`src/rtl/pixel_line_sequencer.sv`:
```
// Frame sequencer for the pixel line buffer: one trigger window per line,
// ping-pong over two SRAM banks, each filled bank handed to DMA in capture order.
module pixel_line_sequencer #(
  parameter int MAX_W = 4088
) (
  input  logic        clk,
  input  logic        rst,
  input  logic        frame_start_i,
  input  logic        frame_abort_i,
  input  logic [11:0] image_width_i,
  input  logic [11:0] image_height_i,
  output logic        pixel_trigger_o,
  input  logic        pixel_trigger_done_i,
  output logic        pixel_bank_o,
  output logic        dma_req_o,
  output logic        dma_bank_o,
  output logic [9:0]  dma_words_o,
  output logic [11:0] dma_line_o,
  input  logic        dma_ack_i,
  input  logic        dma_done_i,
  output logic        busy_o,
  output logic        frame_done_o,
  output logic [11:0] line_cnt_o,
  output logic        zero_cfg_o
);
  typedef enum logic [1:0] {IDLE, ARM, CAPTURE, DRAIN} state_t;
  localparam logic [11:0] MAX_W12 = 12'(MAX_W);

  state_t           state, state_nx;
  logic [11:0]      width_q, height_q;
  logic [1:0]       bank_full, bank_full_nx;
  logic [1:0][11:0] bank_line;
  logic             rd_bank, dma_pend;
  logic             start_ok, line_done, bank_free, dma_issue;

  // pixel_bank_o doubles as the write-bank pointer, line_cnt_o as the line counter
  assign start_ok  = frame_start_i && (image_width_i != '0) && (image_height_i != '0);
  assign line_done = (state == CAPTURE) && pixel_trigger_done_i;
  assign bank_free = dma_done_i && dma_pend;
  assign dma_issue = !dma_req_o && !dma_pend && bank_full[rd_bank];

  always_comb begin
    bank_full_nx = bank_full;
    if (bank_free) bank_full_nx[rd_bank] = 1'b0;
    if (line_done) bank_full_nx[pixel_bank_o] = 1'b1;
  end

  always_comb begin
    state_nx = state;
    case (state)
      IDLE:    if (start_ok) state_nx = ARM;
      ARM:     if (!bank_full[pixel_bank_o]) state_nx = CAPTURE;
      CAPTURE: if (pixel_trigger_done_i)
                 state_nx = ((line_cnt_o + 12'd1) == height_q) ? DRAIN : ARM;
      DRAIN:   if ((bank_full == 2'b00) && !dma_pend) state_nx = IDLE;
      default: state_nx = IDLE;
    endcase
    if (frame_abort_i) state_nx = IDLE;
  end

  always_ff @(posedge clk or posedge rst) begin
    if (rst) begin
      state           <= IDLE;
      width_q         <= '0;
      height_q        <= '0;
      bank_full       <= '0;
      bank_line       <= '0;
      rd_bank         <= 1'b0;
      dma_pend        <= 1'b0;
      pixel_trigger_o <= 1'b0;
      pixel_bank_o    <= 1'b0;
      dma_req_o       <= 1'b0;
      dma_bank_o      <= 1'b0;
      dma_words_o     <= '0;
      dma_line_o      <= '0;
      busy_o          <= 1'b0;
      frame_done_o    <= 1'b0;
      line_cnt_o      <= '0;
      zero_cfg_o      <= 1'b0;
    end else begin
      state           <= state_nx;
      busy_o          <= (state_nx != IDLE);
      pixel_trigger_o <= (state_nx == CAPTURE);
      frame_done_o    <= (state == DRAIN) && (state_nx == IDLE) && !frame_abort_i;
      if (frame_abort_i) begin
        // line_cnt_o and bank pointers are left as they were for debug
        bank_full <= '0;
        dma_pend  <= 1'b0;
        dma_req_o <= 1'b0;
      end else begin
        bank_full <= bank_full_nx;
        if ((state == IDLE) && frame_start_i) begin
          if (start_ok) begin
            width_q      <= (image_width_i > MAX_W12) ? MAX_W12 : image_width_i;
            height_q     <= image_height_i;
            line_cnt_o   <= '0;
            pixel_bank_o <= 1'b0;
            rd_bank      <= 1'b0;
            zero_cfg_o   <= 1'b0;
          end else begin
            zero_cfg_o <= 1'b1;
          end
        end
        if (line_done) begin
          bank_line[pixel_bank_o] <= line_cnt_o;
          line_cnt_o              <= line_cnt_o + 12'd1;
          pixel_bank_o            <= ~pixel_bank_o;
        end
        if (dma_issue) begin
          dma_req_o   <= 1'b1;
          dma_bank_o  <= rd_bank;
          dma_line_o  <= bank_line[rd_bank];
          dma_words_o <= 10'((width_q + 12'd7) >> 3);
        end else if (dma_req_o && dma_ack_i) begin
          dma_req_o <= 1'b0;
          dma_pend  <= 1'b1;
        end
        if (bank_free) begin
          dma_pend <= 1'b0;
          rd_bank  <= ~rd_bank;
        end
      end
    end
  end
endmodule

```
`config.mk`:
```
export PLATFORM = sky130hd
export DESIGN_NAME = pixel_line_sequencer
export DESIGN_NICKNAME = d
export VERILOG_FILES = /design/src/rtl/pixel_line_sequencer.sv
export SDC_FILE = /design/constraint.sdc
export NUM_CORES = 1
export LEC_CHECK = 0
export BUFFER_PORTS_ARGS = -buffer_cell sky130_fd_sc_hd__buf_2
export CELL_PAD_IN_SITES_DETAIL_PLACEMENT = 1
export CELL_PAD_IN_SITES_GLOBAL_PLACEMENT = 1
export CORE_UTILIZATION = 44
export DETAILED_ROUTE_END_ITERATION = 16
export GPL_TIMING_DRIVEN = 1
export PLACE_DENSITY_LB_ADDON = 0.08
export RECOVER_POWER = 50
export SYNTH_ARGS = -nofsm -noshare
export SYNTH_HDL_FRONTEND = slang
export SYNTH_SLANG_ARGS = --single-unit
```
`constraint.sdc`:
```
create_clock -name clk -period 4.2 [get_ports clk]
set_input_delay 0.84 -clock clk [delete_from_list [all_inputs] [get_ports clk]]
set_output_delay 0.84 -clock clk [all_outputs]
set_load 0.005 [all_outputs]
```
==> impl_metrics.json <==
{
  "critical_path_class": "in -> async",
  "grt-ovfl-total": 0,
  "syn2layout_area_growth_pct": 13.3,
  "drt-pass1-iter-count": 4,
  "dp.cells": 599,
  "cts_tree": "done",
  "routabilityCongestion": 0.833,
  "hold_class": "reg -> reg",
  "synth_top_area_frac": 0.522,
  "yosys-top-cells-area": "dfrtp_1, mux2_2, a21oi_1, nor2_1, mux2i_1",
  "design.portCount": 72,
  "power_density_mw_per_mm2": 459,
  "synth_ff_type": "dfrtp_1",
  "clock-root-buffer": "clkbuf_8",
  "place_hpwl_um": 7780,
  "die_x_um": 103,
  "end_kind": "asynchronous set/reset pin",
  "layout-drive-gt1-share": 0.282,
  "relSlewSlack": -0.425,
  "cp-start-kind": "primary input",
  "ctsResizeCount": 0,
  "postRouteAntennaNets": 0,
  "yosysTopAreaCell": "dfrtp_1",
  "fin_cells": 615,
  "syn_nets": 451,
  "violations": "max-capacitance violations, max-slew violations",
  "setup_viol": 0,
  "grt_pass1_wl_um": 17300,
  "worst-path-max-fanout": 48,
  "ctsLongestPathBuffers": 2,
  "rows": 36,
  "grt_use_total": 0.220,
  "synthArstFlopShare": 1.00,
  "num_vias": 3347,
  "worstPathArrival_ns": 3.22,
  "yosys_warnings": 0,
  "final_max_slew_viol_count": 49,
  "antenna_found_initial": 0,
  "maxCapViolations": 1,
  "ys_ff_latch": 94,
  "die_h_um": 103,
  "grt_pass1_vias": 3361,
  "ys_seq_area_frac": 0.522,
  "synth_edf_count": 0,
  "grt_max_degree": 49,
  "finalPower_mw": 2.34,
  "cp_data_required_time_ns": 4.52,
  "syn_inst": 418,
  "start_util": 0.457,
  "drc": 0,
  "mostFrequentLayoutCells": "dfrtp_1, buf_2, mux2_2",
  "insertion_delay_ns": 0.37,
  "drt_wl_total_um": 10600,
  "mostFrequentLayoutCell": "dfrtp_1",
  "fin_crit_ns": 2.91,
  "setup_tns_ns": 0,
  "die_area_mm2": 0.0107,
  "wire_per_inst_um": 17.3,
  "p_leak_nw": 2.32,
  "portBuffers": 70,
  "peakVddDrop_uv": 184,
  "synth.avg_cell_area_um2": 10.8,
  "grt_setup_unrepaired": "no",
  "core_mm2": 0.00986,
  "utilization": 0.518,
  "clk_pin_slew_worst_paths_ns": 0.10,
  "status": "complete, but fails checks",
  "finalCritPeriodShare": 0.692,
  "r2r_slack_ns": 1.65,
  "drt_iter0_markers": 124,
  "ys_types": 57,
  "finalClockSkew_ns": 0.0100,
  "cts_buffers": 9,
  "netlist_area_mm2": 0.00451,
  "cts_max_level": 3,
  "antennaDiodeCount": 0,
  "clkSinkCount": 94,
  "viasPerCell": 5.44,
  "cts_hold_buf": 0,
  "fmax_mhz": 344,
  "post_cts_buffers": 0,
  "tightest_slew_ns": 2.13,
  "hold_viol": 0,
  "finish.net_count": 510
}
-- final cells by class --
cell class / instances / area, µm²
clock buffers: 11 / 141
clock inverters: 5 / 58.8
fillers: 1103 / 4760
inverters: 4 / 16.3
multi-input cells: 294 / 2010
flip-flops and latches: 94 / 2350
well taps: 133 / 166
repair buffers: 74 / 365
-- kinds of logic (layout without fill, tap and decap cells) --
group / count (synthesis) / after routing / share of synthesized area
mux: 61 / 61 / 0.149
buf+inv: 30 / 94 / 0.0333
flops: 94 / 94 / 0.522
other cells: 1 / 1 / 0.000832
xor+xnor: 19 / 19 / 0.0369
compound gates: 82 / 82 / 0.109
simple gates: 129 / 129 / 0.144
fa+ha+maj: 2 / 2 / 0.00555
-- power breakdown --
part | internal (mW) | total, mW | switching, mW
logic | 0.256 | 0.496 | 0.240
clock network | 0.292 | 0.623 | 0.332
registers | 1.08 | 1.22 | 0.140
-- worst max-delay path, stage by stage --
cell	delay (ns)
buf_2	0.10
clkinvlp_2	1.20
clkbuf_2	1.06
-- cells in the mapped netlist, drive strengths merged, types with 3 or more instances --
library cell / count
nor2b: 5
mux2: 48
buf: 13
mux2i: 13
nand2: 34
o31a: 3
nor3: 8
o21ai: 24
and3: 3
nand2b: 3
nor2: 37
clkbuf: 13
nand4: 5
o31ai: 5
a31oi: 4
inv: 4
xor2: 7
dfrtp: 94
nor4: 8
a21oi: 32
nand3: 12
xnor2: 12
-- flip-flops by register name, summed over array words and instances, names as in the netlist, 2 cells and up --
signal / flops
state: 2
dma_words_o: 9
line_cnt_o: 12
height_q: 12
bank_full: 2
width_q: 12
bank_line: 24
dma_line_o: 12
-- stage by stage --
step	cell area, µm²	hold WS [ns]	setup slack, ns
global route	5110	0.525	0.731
finish	5110	0.512	1.29
floorplan	4510	0.473	0.911
global placement	4940	0.485	1.16
detailed placement	4940	0.494	1.11
CTS	5140	0.516	1.50
-- routing by layer --
layer | vias to the layer above | GRT usage | part of all wire
li1 | 1605 | - | -
met1 | 1678 | 0.303 | 0.48
met2 | 49 | 0.354 | 0.48
met3 | 15 | 0.0289 | 0.025
met4 | 0 | 0.0867 | 0.015
met5 | - | 0 | 0
-- final timing paths --
kind / from / to / cells past startpoint
min reg2reg: bank_line[19] / bank_line[19] / 1
min: bank_line[19] / bank_line[19] / 1
max in group clk: frame_abort_i / bank_line[3] / 5
max: rst / line_cnt_o[10] / 3
min in group asynchronous: rst / dma_words_o[0] / 2
max reg2reg: line_cnt_o[0] / pixel_trigger_o / 7
Power figures use the tool's default switching activity.
